<file path="src/rtl/pattern_scan.sv">
// ---------------------------------------------------------------------------
// pattern_scan
//
// Scanning-bar test pattern generator for the LED panel row driver. Each
// clock it emits one registered top/bottom half-row of RGB data together
// with the row address the data belongs to. A bar of BAR_W pixels sweeps
// across the panel, either vertically (a horizontal bar moving through the
// rows) or horizontally (a vertical bar moving through the columns). It
// either bounces between the two edges or wraps back to the start. The bar
// position only moves on the last row of a frame, so a frame is never drawn
// with two different positions.
//
// Ports
//   clk_in           system clock
//   reset_in         synchronous, active-high reset
//   enable_in        1 = step timer runs; 0 = timer and pending steps
//                    frozen while the display keeps scanning
//   mode_in[1:0]     bit0 axis (0 vertical, 1 horizontal),
//                    bit1 motion (0 bounce, 1 wrap)
//   colour_in[2:0]   bit0 red, bit1 green, bit2 blue for every lit pixel
//   top_out          top-half row data, packed {blue, green, red};
//                    bit c of each plane is column c
//   bot_out          bottom-half row data, same packing
//   row_address_out  row address that top_out/bot_out belong to
//   frame_start_out  high while row_address_out == 0
//   pos_out          bar position currently being displayed
// ---------------------------------------------------------------------------
module pattern_scan #(
    parameter int EFFECT_TIMER = 100_000,
    parameter int NUM_ROWS     = 32,
    parameter int NUM_COLS     = 64,
    parameter int BAR_W        = 1,
    localparam int HALF        = NUM_ROWS / 2,
    localparam int ADDR_W      = $clog2(HALF),
    localparam int POS_W       = $clog2(((NUM_ROWS > NUM_COLS) ? NUM_ROWS : NUM_COLS) + 1)
) (
    input  logic                  clk_in,
    input  logic                  reset_in,
    input  logic                  enable_in,
    input  logic [1:0]            mode_in,
    input  logic [2:0]            colour_in,
    output logic [3*NUM_COLS-1:0] top_out,
    output logic [3*NUM_COLS-1:0] bot_out,
    output logic [ADDR_W-1:0]     row_address_out,
    output logic                  frame_start_out,
    output logic [POS_W-1:0]      pos_out
);

    // -----------------------------------------------------------------------
    // Derived constants
    // -----------------------------------------------------------------------
    // A timer of width 0 is not legal, so EFFECT_TIMER == 0 still gets 1 bit.
    localparam int TMR_W = (EFFECT_TIMER > 0) ? $clog2(EFFECT_TIMER + 1) : 1;

    // One extra bit so pos + BAR_W and counter + HALF can never overflow.
    localparam int EXT_W = POS_W + 1;

    localparam logic [TMR_W-1:0]  TIMER_LAST = TMR_W'(EFFECT_TIMER);
    localparam logic [ADDR_W-1:0] ROW_LAST   = ADDR_W'(HALF - 1);
    localparam logic [POS_W-1:0]  PMAX_VERT  = POS_W'(NUM_ROWS - BAR_W);
    localparam logic [POS_W-1:0]  PMAX_HORZ  = POS_W'(NUM_COLS - BAR_W);
    localparam logic [EXT_W-1:0]  BAR_EXT    = EXT_W'(BAR_W);
    localparam logic [EXT_W-1:0]  HALF_EXT   = EXT_W'(HALF);

    typedef enum logic {
        DIR_UP   = 1'b0,
        DIR_DOWN = 1'b1
    } dir_e;

    // -----------------------------------------------------------------------
    // State
    // -----------------------------------------------------------------------
    logic [TMR_W-1:0]  timer;
    logic [ADDR_W-1:0] counter;
    logic              pending;
    logic [POS_W-1:0]  pos;
    dir_e              dir;
    logic              axis_q;     // axis bit of mode_in from the previous edge

    // -----------------------------------------------------------------------
    // Control decode
    // -----------------------------------------------------------------------
    logic             axis;
    logic             wrap;
    logic             axis_change;
    logic             step_event;
    logic             frame_last;
    logic             apply_step;
    logic [POS_W-1:0] pmax;

    assign axis        = mode_in[0];
    assign wrap        = mode_in[1];
    assign axis_change = (axis_q != axis);
    assign step_event  = enable_in && (timer == TIMER_LAST);
    assign frame_last  = (counter == ROW_LAST);
    assign pmax        = axis ? PMAX_HORZ : PMAX_VERT;

    // A step that lands on the last row is applied straight away; otherwise
    // it waits in pending. A held-off step stays frozen while disabled.
    assign apply_step  = frame_last && (step_event || (pending && enable_in));

    // -----------------------------------------------------------------------
    // Next position / direction for one applied step
    // -----------------------------------------------------------------------
    logic [POS_W-1:0] pos_step;
    dir_e             dir_step;

    always_comb begin
        // NOTE: every output of a combinational block gets a default first,
        // so no path through the if/else tree can leave it unassigned and
        // infer a latch.
        pos_step = pos;
        dir_step = dir;

        if (pmax == '0) begin
            // Bar fills the whole extent: nothing to move.
            pos_step = '0;
            dir_step = DIR_UP;
        end else if (wrap) begin
            dir_step = DIR_UP;
            pos_step = (pos >= pmax) ? '0 : pos + 1'b1;
        end else if (dir == DIR_UP) begin
            if (pos < pmax) begin
                pos_step = pos + 1'b1;
            end else begin
                // Turn at the far edge without dwelling on it.
                dir_step = DIR_DOWN;
                pos_step = pos - 1'b1;
            end
        end else begin
            if (pos > '0) begin
                pos_step = pos - 1'b1;
            end else begin
                dir_step = DIR_UP;
                pos_step = pos + 1'b1;
            end
        end
    end

    // -----------------------------------------------------------------------
    // Lit-pixel masks for the row currently addressed by counter
    // -----------------------------------------------------------------------
    logic [EXT_W-1:0]    pos_ext;
    logic [EXT_W-1:0]    bar_end;
    logic [EXT_W-1:0]    top_row;
    logic [EXT_W-1:0]    bot_row;
    logic                top_row_lit;
    logic                bot_row_lit;
    logic [NUM_COLS-1:0] col_mask;
    logic [NUM_COLS-1:0] top_mask;
    logic [NUM_COLS-1:0] bot_mask;

    assign pos_ext     = EXT_W'(pos);
    assign bar_end     = pos_ext + BAR_EXT;
    assign top_row     = EXT_W'(counter);
    assign bot_row     = top_row + HALF_EXT;
    assign top_row_lit = (top_row >= pos_ext) && (top_row < bar_end);
    assign bot_row_lit = (bot_row >= pos_ext) && (bot_row < bar_end);

    always_comb begin
        col_mask = '0;
        for (int c = 0; c < NUM_COLS; c++) begin
            col_mask[c] = (EXT_W'(c) >= pos_ext) && (EXT_W'(c) < bar_end);
        end
    end

    // Vertical sweep lights whole rows; horizontal sweep lights the same
    // columns on every row of both halves.
    assign top_mask = axis ? col_mask : {NUM_COLS{top_row_lit}};
    assign bot_mask = axis ? col_mask : {NUM_COLS{bot_row_lit}};

    logic [3*NUM_COLS-1:0] top_pix;
    logic [3*NUM_COLS-1:0] bot_pix;

    assign top_pix = {top_mask & {NUM_COLS{colour_in[2]}},
                      top_mask & {NUM_COLS{colour_in[1]}},
                      top_mask & {NUM_COLS{colour_in[0]}}};
    assign bot_pix = {bot_mask & {NUM_COLS{colour_in[2]}},
                      bot_mask & {NUM_COLS{colour_in[1]}},
                      bot_mask & {NUM_COLS{colour_in[0]}}};

    // -----------------------------------------------------------------------
    // Sequential state and registered outputs
    // -----------------------------------------------------------------------
    always_ff @(posedge clk_in) begin
        // NOTE: clocked state uses non-blocking assignments so every register
        // samples the pre-edge values, independent of statement order.
        //
        // NOTE: axis_q tracks mode_in even during reset, so leaving reset
        // with a horizontal mode does not look like an axis change.
        axis_q <= axis;

        if (reset_in) begin
            timer           <= '0;
            counter         <= '0;
            pending         <= 1'b0;
            pos             <= '0;
            dir             <= DIR_UP;
            top_out         <= '0;
            bot_out         <= '0;
            row_address_out <= '0;
            frame_start_out <= 1'b0;
        end else begin
            // Display scan never stops, whatever enable_in says.
            counter         <= frame_last ? '0 : counter + 1'b1;
            row_address_out <= counter;
            frame_start_out <= (counter == '0);
            top_out         <= top_pix;
            bot_out         <= bot_pix;

            if (axis_change) begin
                // Restart the sweep on the new axis; any step on this edge
                // is discarded.
                timer   <= '0;
                pending <= 1'b0;
                pos     <= '0;
                dir     <= DIR_UP;
            end else begin
                if (enable_in) begin
                    timer <= (timer == TIMER_LAST) ? '0 : timer + 1'b1;
                end

                if (apply_step) begin
                    pos     <= pos_step;
                    dir     <= dir_step;
                    pending <= 1'b0;
                end else if (step_event) begin
                    // Several steps inside one frame collapse into this flag.
                    pending <= 1'b1;
                end
            end
        end
    end

    assign pos_out = pos;

endmodule

</file>
<file path="config.mk">
export PLATFORM = sky130hd
export DESIGN_NAME = pattern_scan
export DESIGN_NICKNAME = d
export VERILOG_FILES = /design/src/rtl/pattern_scan.sv
export SDC_FILE = /design/constraint.sdc
export NUM_CORES = 1
export LEC_CHECK = 0
export BUFFER_PORTS_ARGS = -buffer_cell sky130_fd_sc_hd__buf_2
export CAP_MARGIN = 20
export CELL_PAD_IN_SITES_DETAIL_PLACEMENT = 1
export CELL_PAD_IN_SITES_GLOBAL_PLACEMENT = 1
export CORE_MARGIN = 3
export CORE_UTILIZATION = 41
export CTS_CLUSTER_DIAMETER = 120
export DETAILED_ROUTE_END_ITERATION = 8
export HOLD_SLACK_MARGIN = 0.03
export PLACE_DENSITY = 0.82
export REMOVE_ABC_BUFFERS = 1
export SYNTH_ARGS = -nofsm -noshare
export SYNTH_HDL_FRONTEND = slang
export SYNTH_SLANG_ARGS = --single-unit
</file>
<file path="constraint.sdc">
create_clock -name clk_in -period 5.3 [get_ports clk_in]
set_input_delay 0.265 -clock clk_in [delete_from_list [all_inputs] [get_ports clk_in]]
set_output_delay 0.265 -clock clk_in [all_outputs]
set_load 0.005 [all_outputs]
</file>
# Word level (Yosys, flattened, before mapping)

Index checks and enable logic that the tools add are counted.

Register bits after elaboration: 420
Output and inout port bits: 396
Logic and storage cells: 250

$add $sub $neg: 6
Order comparisons: 135
Equal/unequal tests: 3
Mux-type cells: 15
Bitwise gates (word level): 6
Reduce and logical (&&, ||, !) cells: 75

Operator list:

| operator              | number |
|---|---|
| $and 64x64->64        | 6 |
| $lt 6x8->1 const A    | 32 |
| $ge 6x7->1 const A    | 32 |
| $lt 5x8->1 const A    | 16 |
| $mux 64               | 2 |
| $ge 5x7->1 const A    | 16 |
| $logic_and 1x1->1     | 69 |
| $lt 4x8->1 const A    | 8 |
| $ge 4x7->1 const A    | 8 |
| $mux 7                | 6 |
| $lt 3x8->1 const A    | 4 |
| $ge 3x7->1 const A    | 4 |
| $add 17x1->17 const B | 1 |
| $eq 17x17->1 const B  | 1 |
| $mux 17               | 1 |
| $lt 1x8->1 const A    | 2 |
| $lt 2x8->1 const A    | 2 |
| $ge 1x7->1 const A    | 2 |
| $ge 2x7->1 const A    | 2 |
| $add 7x1->8 const B   | 1 |
| $lt 4x8->1            | 1 |
| $lt 6x8->1            | 1 |
| $add 7x1->7 const B   | 1 |
| $ge 4x7->1            | 1 |
| 16 further kinds      | 21 |

# Longest topological paths before layout

Gate-level depths: netlist of the first run.

Depth after elaboration: 6
Mapped depth: 13

# Worst setup path after synthesis of the first run

OpenSTA, ideal clock, no wires.

Kind: register to register
Start point: register pos[1] (netlist: pos_out[1])
End point: register top_out[160]
Setup time: 139 ps
Data arrival time: 2856 ps
Data required time: 5161 ps
Setup slack: 2305 ps
Stages on the path, launching flop included: 13
Clock period less this slack: 2995 ps
Cells stage by stage: dfxtp_1 > buf_2 > buf_1 > inv_1 > ha_1 > inv_1 > ha_1 > nor2b_1 > o221ai_1 > a2111o_1 > o211ai_4 > buf_6 > nor2_1

Word-level cells in the longest chain between the ends: 5

Ends and longest elaborated chain:

| element                                  | line     | RTL |
|---|---|---|
| start: declaration                       | 76       | `logic [POS_W-1:0] pos;` |
| start signal: assignment                 | 224      | `pos <= pos_step;` |
| $add 7x1->8                              | 154      | `assign bar_end = pos_ext + BAR_EXT;` |
| $lt 4x8->1 or $lt 6x8->1 (tied branches) | 157, 163 |  |
| $logic_and 1x1->1 (on tied branches)     | 157, 163 |  |
| $mux 64 (*)                              | 169      | `assign top_mask = axis ? col_mask : {NUM_COLS{top_row_lit}};` |
| $and 64x64->64 (*)                       | 175      | `assign top_pix = {top_mask & {NUM_COLS{colour_in[2]}},` |
| end signal: assignment                   | 208      | `top_out <= top_pix;` |
| end: declaration                         | 42       | `output logic [3*NUM_COLS-1:0] top_out,` |

Every way passes the cells marked *; elsewhere a longest branch is shown, timed or not.
A chain may end at the register's enable or synchronous reset.

# Worst setup path after layout of the first run

Start point: register pos[1] (netlist: pos_out[1])
End point: register top_out[186]

The elaborated chain is that of the path after synthesis.

==> summary.txt, run 1 <==
Detailed routing
  • Count of TritonRoute iterations in the first routing pass: 5
  • Initial drt markers: 696
  • Total number of vias: 11900
  • Remaining antenna violation count after routing: 0
  • Routed length per instance: 22.0 microns
  • Residual DRC: 0
  • Average vias per placed instance: 5.34
  • Final wirelength: 48.8 mm

STA
  • Max transition margin: 25.5%
  • Final Hold Fails: 0
  • Post-layout minimum cycle time: 3.81 ns
  • # setup viols final: 0
  • Setup TNS: 0 ns
  • Pin slew with the least headroom to its limit: 1.11 ns
  • RSZ-0062 raised after global routing: false
  • Share of the clock period used by the worst path after layout: 71.8%
  • Final Max Tran Viols: 0
  • Setup slack after layout: 1.49 ns
  • Clock skew: 0.0201 ns
  • Hold_ws: 0.0683 ns
  • Maximum clock frequency: 263 MHz

Die
  • Starting utilization of the core area: 42.2%
  • Core Area: 32000 sq um
  • Die Wd: 187 microns
  • Standard-cell row count: 65
  • Number of top-level design ports: 404
  • Area of the die: 35100 sq um
  • Die span in y: 187 microns

Clock network
  • Clock slew at reported path FFs: 0.07 ns
  • Root Buffer Master: sky130_fd_sc_hd__clkbuf_16
  • Count of buffers added by post-CTS timing repair for setup: 0
  • Post-CTS sizing: 0
  • TritonCTS clock tree: done
  • Level count of the clock H-tree: 2
  • Insertion delay of the later-clocked pin in the worst-skew pair: 0.54 ns
  • Post-CTS Hold Fix Bufs: 0
  • Bufs on Longest Clock Path: 3
  • Clock sink total: 420
  • CTS buffer count: 42

Global route
  • Number of global-route vias before repair: 12300
  • Largest net degree at the start of global routing: 44
  • Gr ovfl total: 0
  • Wire length of the first global-routing pass: 73.8 mm
  • Initial antenna violation count: 4
  • GR Util All Layers: 26.5%

Critical path
  • Worst-case reg-to-reg path depth: 10
  • Critical Path AT: 4.19 ns
  • Top cell family by delay on the critical path: compound AO/OA/AOI/OAI gates
  • Logic depth of the worst path, buffers included: 10
  • CP max FO: 33
  • Classification of the worst setup path: flip-flop to flip-flop
  • Type of element capturing the critical path: flip-flop
  • Max incr delay on CP: 0.86 ns
  • WP buf/inv: 3
  • Required time of the worst setup path: 5.69 ns
  • CP startpoint kind: flip-flop
  • Cell-by-cell listing of the critical path: buf_4 > and3_1 > xnor2_1 > inv_1 > ha_1 > a31oi_1 > a2111o_1 > o211ai_4 > buf_12 > nor2_1
  • Cell with the biggest individual delay on the critical path: sky130_fd_sc_hd__xnor2_1

Yosys
  • Fraction of synthesized cell area in xor and xnor cells: 1.48%
  • Share of the yosys chip area belonging to registers: 62.3%
  • Cell Area, Synth: 13500 sq um
  • Async set or reset register ratio after synthesis: 0%
  • Number of synthesized flops with an enable pin: 0
  • Yosys Warn Count: 0
  • Area share of and/or/nand/nor cells after synthesis: 16.4%
  • Mux cell area share after synthesis: 0.417%
  • Synth Area in Adders: 1.76%
  • Average cell area after synthesis: 9.85 sq um
  • Library cells used by synthesis: 70
  • Largest family of logic cells by synthesized area: simple AND/OR/NAND/NOR gates
  • Number of synthesized register bits: 420
  • Prevailing post-synth register cell: sky130_fd_sc_hd__dfxtp_1
  • Gate Count Post-Synth: 1370
  • Compound-gate portion of the synthesized area: 13.1%

Outcome
  • Result of the run: finished clean

Layout
  • Final cell count without fillers: 2223
  • Number of nets at the end of the flow: 1779
  • Final Core Density: 53.8%
  • Number of fill cells in the layout: 3661
  • Fraction of layout cells with a size suffix above 1: 28.9%
  • Area growth from synthesis to final layout: 27.5%
  • Final non-filler cell area: 17200 sq um

Placed design
  • I/O Buffers: 403
  • Instance area after placement: 15800 sq um
  • Placement Setup Slack: 1.60 ns
  • Routability congestion estimate: 0.976
  • HPWL Detailed: 33.8 mm
  • Count of placed standard cells including taps: 2142

Pwr
  • Leakage: 8.05 nW
  • Worst IR drop on VDD: 0.233 mV
  • Pwr Density: 389 nW/um^2
  • Total power after layout: 6.69 mW

Flow run
  • MaxCap Viol Count: 0

Min path
  • Hold path depth: 2
  • Worst min path class: primary input to flip-flop
==> logic make-up after synthesis <==
group	after synthesis
AOI/OAI and AO/OA	269
adders and majority gates	19
DFF	420
muxes	5
buffers and inverters	113
and+or+nand+nor	522
xor gates and xnor gates	22
==> worst reg2reg max path: stages (launching register included) <==
cell,delay [ns]
sky130_fd_sc_hd__dfxtp_1,0.33
sky130_fd_sc_hd__buf_4,0.22
sky130_fd_sc_hd__and3_1,0.20
sky130_fd_sc_hd__xnor2_1,0.86
sky130_fd_sc_hd__inv_1,0.17
sky130_fd_sc_hd__ha_1,0.35
sky130_fd_sc_hd__a31oi_1,0.10
sky130_fd_sc_hd__a2111o_1,0.56
sky130_fd_sc_hd__o211ai_4,0.47
sky130_fd_sc_hd__buf_12,0.28
sky130_fd_sc_hd__nor2_1,0.13
==> report_power, final <==
| group | total, mW | switching (mW) | internal (mW) |
|---|---|---|---|
| registers | 3.32 | 0.0396 | 3.28 |
| logic | 0.400 | 0.261 | 0.139 |
| clock network | 2.97 | 1.22 | 1.75 |
==> routing by layer <==
metal	wire [microns]	global-route usage, %
met5	7	0
met1	18600	30.4
met2	24900	48.2
met4	1990	10.9
met3	3280	5.23
==> placed cells by master (no fill, tap or decap), types with 5 or more instances in the layout <==
cell / n
sky130_fd_sc_hd__dfxtp_1: 420
sky130_fd_sc_hd__buf_2: 403
sky130_fd_sc_hd__nor2_1: 371
sky130_fd_sc_hd__a21oi_1: 103
sky130_fd_sc_hd__nand2_1: 44
sky130_fd_sc_hd__clkbuf_16: 43
sky130_fd_sc_hd__o21ai_0: 31
sky130_fd_sc_hd__buf_4: 26
sky130_fd_sc_hd__nor3_1: 24
sky130_fd_sc_hd__a31oi_1: 23
sky130_fd_sc_hd__nand3_1: 20
sky130_fd_sc_hd__ha_1: 19
sky130_fd_sc_hd__nor2b_1: 16
sky130_fd_sc_hd__inv_1: 15
sky130_fd_sc_hd__xnor2_1: 11
sky130_fd_sc_hd__o221ai_1: 11
sky130_fd_sc_hd__o22ai_1: 11
sky130_fd_sc_hd__and3_1: 10
sky130_fd_sc_hd__o211ai_1: 10
sky130_fd_sc_hd__o21ai_1: 10
sky130_fd_sc_hd__xor2_1: 10
sky130_fd_sc_hd__clkbuf_1: 10
sky130_fd_sc_hd__clkinv_2: 9
sky130_fd_sc_hd__clkbuf_8: 8
sky130_fd_sc_hd__nor4_1: 7
sky130_fd_sc_hd__nand4_1: 7
sky130_fd_sc_hd__a2111oi_0: 6
sky130_fd_sc_hd__o31a_1: 6
sky130_fd_sc_hd__o2111ai_1: 5
sky130_fd_sc_hd__o21a_1: 5
==> layout make-up <==
type	instances	area [sq um]	area share (%)
Antenna cell	3	7.51	0.0436
Clock inverter	16	168	0.974
Inverter	18	67.6	0.393
Clock buffer	61	1220	7.11
Timing Repair Buffer	433	2280	13.2
Sequential cell	420	8410	48.9
Tap cell	435	544	3.16
Multi-Input combinational cell	837	4510	26.2
==> Yosys cell counts, types with 3 or more instances <==
cell type,n,area share (%)
sky130_fd_sc_hd__o2111ai_1,5,0.32
sky130_fd_sc_hd__dfxtp_1,420,62
sky130_fd_sc_hd__mux2i_1,3,0.22
sky130_fd_sc_hd__o31a_1,6,0.39
sky130_fd_sc_hd__nand4_1,7,0.32
sky130_fd_sc_hd__a21oi_1,103,3.8
sky130_fd_sc_hd__nor4bb_1,3,0.22
sky130_fd_sc_hd__a21o_1,4,0.22
sky130_fd_sc_hd__ha_1,19,1.8
sky130_fd_sc_hd__and3_1,10,0.46
sky130_fd_sc_hd__o221ai_1,11,0.71
sky130_fd_sc_hd__nor3_1,24,0.89
sky130_fd_sc_hd__o21ai_0,31,1.1
sky130_fd_sc_hd__clkinv_1,3,0.083
sky130_fd_sc_hd__inv_1,15,0.42
sky130_fd_sc_hd__buf_2,34,1.3
sky130_fd_sc_hd__o22ai_1,11,0.51
sky130_fd_sc_hd__a2111oi_0,6,0.39
sky130_fd_sc_hd__xnor2_1,11,0.71
sky130_fd_sc_hd__a22oi_1,4,0.22
sky130_fd_sc_hd__nand2b_1,3,0.14
sky130_fd_sc_hd__nand2_1,44,1.2
sky130_fd_sc_hd__and4_1,3,0.19
sky130_fd_sc_hd__nor3b_1,3,0.17
sky130_fd_sc_hd__a31oi_1,23,1.1
sky130_fd_sc_hd__nand3_1,20,0.74
sky130_fd_sc_hd__a41oi_1,4,0.26
sky130_fd_sc_hd__a211oi_1,4,0.22
sky130_fd_sc_hd__a221oi_1,4,0.26
sky130_fd_sc_hd__o221ai_2,3,0.33
sky130_fd_sc_hd__xor2_1,10,0.65
sky130_fd_sc_hd__o32ai_1,3,0.19
sky130_fd_sc_hd__nor2b_1,16,0.74
sky130_fd_sc_hd__o211ai_4,3,0.47
sky130_fd_sc_hd__buf_6,19,1.6
sky130_fd_sc_hd__clkbuf_1,39,1.1
sky130_fd_sc_hd__nor4_1,7,0.32
sky130_fd_sc_hd__nor2_1,371,10
sky130_fd_sc_hd__o21a_1,5,0.28
sky130_fd_sc_hd__o21ai_1,10,0.37
sky130_fd_sc_hd__a32oi_1,3,0.19
sky130_fd_sc_hd__o211ai_1,10,0.56
==> path summary, 6_finish.rpt <==
check | end | from | slack (ns)
worst max-delay path | top_out[186]$_SDFF_PP0_ | pos_out[1]$_SDFFE_PP0P_ | 1.49
worst min-delay path | top_out[86]$_SDFF_PP0_ | mode_in[0] | 0.07
worst max register to register | top_out[186]$_SDFF_PP0_ | pos_out[1]$_SDFFE_PP0P_ | 1.49
worst min register to register | counter[0]$_SDFF_PP0_ | counter[0]$_SDFF_PP0_ | 0.49
==> sequential cells by signal, indices dropped and copies added, names as in the netlist <==
signal           flops
pending              1
timer               17
frame_start_out      1
axis_q               1
top_out            192
bot_out            192
counter              4
row_address_out      4
pos_out              7
dir                  1
Power figures use the tool's default switching activity.
==> run 2, diff against run 1 <==
- CORE_UTILIZATION: 41 -> 34
- PLACE_DENSITY: 0.82 -> 0.72
- clock period: 5.3 -> 3.5 ns (I/O delays scaled with it)
==> run 2 against run 1 <==
Via count grew 0.27%. Clock-buffer cell count shrank 1. Sequential power grew 51%. Die area grew 20%. Clock skew grew 0.0061 ns. Global-route usage shrank 3.2 points. Sequential share of layout area shrank 0.96 points. Final cell count grew 4.6%. First-iteration DRC count grew 2.7%. Worst setup slack lost 1.2 ns. Register-to-register slack lost 1.2 ns. Routed wire length grew 4.6%.
==> summary.txt, run 2 (synthesis gave the netlist of run 1 again) <==
Outcome
  • Result of the run: finished clean

Pwr
  • Comb power frac: 6.2%
  • Leakage: 8.20 nW
  • Sequential Power Share: 49.4%
  • Worst IR drop on VDD: 0.338 mV
  • Switching component of the power: 2.28 mW
  • Switching Fraction: 22.4%
  • Internal power contribution: 7.88 mW
  • Power share of the clock group: 44.4%
  • Pwr Density: 579 nW/um^2

STA
  • Max transition margin: 36.9%
  • Maximum clock frequency: 312 MHz
  • Hold_ws: 0.0925 ns
  • Setup TNS: 0 ns
  • Final Max Tran Viols: 0
  • Pin slew with the least headroom to its limit: 0.946 ns
  • Final Hold Fails: 0
  • RSZ-0062 raised after global routing: false
  • Clock skew: 0.0262 ns
  • Share of the clock period used by the worst path after layout: 91.7%
  • Post-layout minimum cycle time: 3.21 ns
  • # setup viols final: 0

Layout
  • Number of fill cells in the layout: 4537
  • Number of nets at the end of the flow: 1809
  • Commonest non-fill, non-tap cells in the layout: sky130_fd_sc_hd__dfxtp_1 (420), sky130_fd_sc_hd__buf_2 (403), sky130_fd_sc_hd__nor2_1 (371), sky130_fd_sc_hd__a21oi_1 (103), sky130_fd_sc_hd__buf_4 (53)
  • Final cell count without fillers: 2326
  • Leading cell type in the layout, fill and taps excluded: sky130_fd_sc_hd__dfxtp_1
  • Largest registers: bot_out (192), top_out (192), timer (17)
  • Area growth from synthesis to final layout: 30.1%
  • Fraction of layout cells with a size suffix above 1: 29.9%
  • Number of diodes added for antenna fixing: 0

Flow run
  • MaxCap Viol Count: 0

Detailed routing
  • Average vias per placed instance: 5.12
  • Residual DRC: 0
  • Final wirelength: 51.1 mm
  • Total number of vias: 11900
  • Count of TritonRoute iterations in the first routing pass: 5
  • Routed length per instance: 22.0 microns
  • Remaining antenna violation count after routing: 0
  • Initial drt markers: 715

Clock network
  • Clock slew at reported path FFs: 0.06 ns
  • Level count of the clock H-tree: 2
  • Post-CTS sizing: 0
  • CTS buffer count: 42
  • Insertion delay of the later-clocked pin in the worst-skew pair: 0.56 ns
  • TritonCTS clock tree: done
  • Clock sink total: 420
  • Root Buffer Master: sky130_fd_sc_hd__clkbuf_16
  • Bufs on Longest Clock Path: 3

Critical path
  • Cell-by-cell listing of the critical path: inv_1 > ha_1 > inv_1 > ha_1 > nor2b_1 > o221ai_1 > and3_1 > o221ai_4 > buf_4 > nor2_1
  • Cell with the biggest individual delay on the critical path: sky130_fd_sc_hd__o221ai_4
  • CP startpoint kind: flip-flop
  • Critical Path AT: 3.61 ns
  • WP buf/inv: 3
  • CP max FO: 15
  • Type of element capturing the critical path: flip-flop
  • Max incr delay on CP: 0.56 ns
  • Required time of the worst setup path: 3.90 ns
  • Classification of the worst setup path: flip-flop to flip-flop
  • Top cell family by delay on the critical path: adder cells

Die
  • Standard-cell row count: 72
  • Core Area: 38900 sq um
  • Die Wd: 205 microns
  • Area of the die: 42100 sq um
  • Starting utilization of the core area: 34.7%
  • Number of top-level design ports: 404
  • Die span in y: 205 microns

Global route
  • Number of global-route vias before repair: 12100
  • GR Util All Layers: 23.3%
  • Initial antenna violation count: 0
  • Wire length of the first global-routing pass: 74.8 mm
  • Gr ovfl total: 0
  • Largest net degree at the start of global routing: 58

Min path
  • Worst min path class: primary input to flip-flop

Placed design
  • Count of placed standard cells including taps: 2254
  • Routability congestion estimate: 0.958
  • I/O Buffers: 403
  • HPWL Detailed: 35.8 mm
## run 2: cell types whose count changed in the layout (fill, tap and decap cells not counted), moves of 2 or more
| cell | delta |
|---|---|
| sky130_fd_sc_hd__clkbuf_1 | -4 |
| sky130_fd_sc_hd__clkbuf_8 | +3 |
| sky130_fd_sc_hd__dlygate4sd3_1 | +2 |
| sky130_fd_sc_hd__clkinv_2 | -5 |
| sky130_fd_sc_hd__diode_2 | -3 |
| sky130_fd_sc_hd__buf_4 | +27 |
| sky130_fd_sc_hd__buf_12 | +2 |
## run 2: cell type report
type,count,area [sq um],area share [%]
timing repair buffer,463,2530,14.4
sequential,420,8410,47.9
multi-input combinational,837,4510,25.7
tap,518,648,3.69
inverter,18,67.6,0.385
clock buffer,60,1250,7.12
clock inverter,10,135,0.770
## run 2: timing repair
item / CTS / global route
hold buffers: 2 / 0
endpoints found under the hold margin: 11 / 0
setup buffers: 0 / 0
setup endpoints to repair: 0 / 0
## run 2: layer usage
layer	vias up	share of wire (%)	track usage [%]
met2	483	48	39.6
met4	0	4.0	9.96
met1	5862	41	29.1
met3	112	6.5	4.07
met5	-	0	0
li1	5443	-	-
## run 2: power groups by stage
stage / clock [mW] / sequential, mW / combinational (mW)
2_1_floorplan: 0 / 5.14 / 0.224
3_3_place_gp: 0 / 5.12 / 0.619
3_5_place_dp: 0 / 5.12 / 0.634
4_1_cts: 4.61 / 5.02 / 0.641
5_1_grt: 4.80 / 5.03 / 0.689
6_report: 4.51 / 5.02 / 0.629
## run 2: stage by stage
step,power [mW],cell area [sq um],utilization (%),worst slack (ns)
floorplan,5.36,12900,-,-1.32
global route,10.5,17600,45.1,0.155
CTS,10.3,17600,45.1,0.323
detailed placement,5.76,16100,41.5,0.351
finish,10.2,17600,45.1,0.290
global placement,5.74,16100,41.5,0.488
## run 2: final timing paths
| kind | startpoint | endpoint | slack [ns] | depth (start not counted) |
|---|---|---|---|---|
| worst max register to register | pos_out[0]$_SDFFE_PP0P_ | bot_out[80]$_SDFF_PP0_ | 0.29 | 10 |
| worst max-delay path | pos_out[0]$_SDFFE_PP0P_ | bot_out[80]$_SDFF_PP0_ | 0.29 | 10 |
| worst min-delay path | mode_in[1] | pos_out[3]$_SDFFE_PP0P_ | 0.09 | 3 |
| worst min register to register | counter[0]$_SDFF_PP0_ | counter[0]$_SDFF_PP0_ | 0.49 | 1 |
## run 2: worst register-to-register path, delay by kind of cell, from the launching register on
| kind | cells | cell delay (ns) |
|---|---|---|
| adder cells (fa/ha/maj) | 2 | 0.75 |
| AND/OR/NAND/NOR | 3 | 0.48 |
| buffers and inverters | 3 | 0.60 |
| flip-flops | 1 | 0.53 |
| AO/OA/AOI/OAI | 2 | 0.71 |
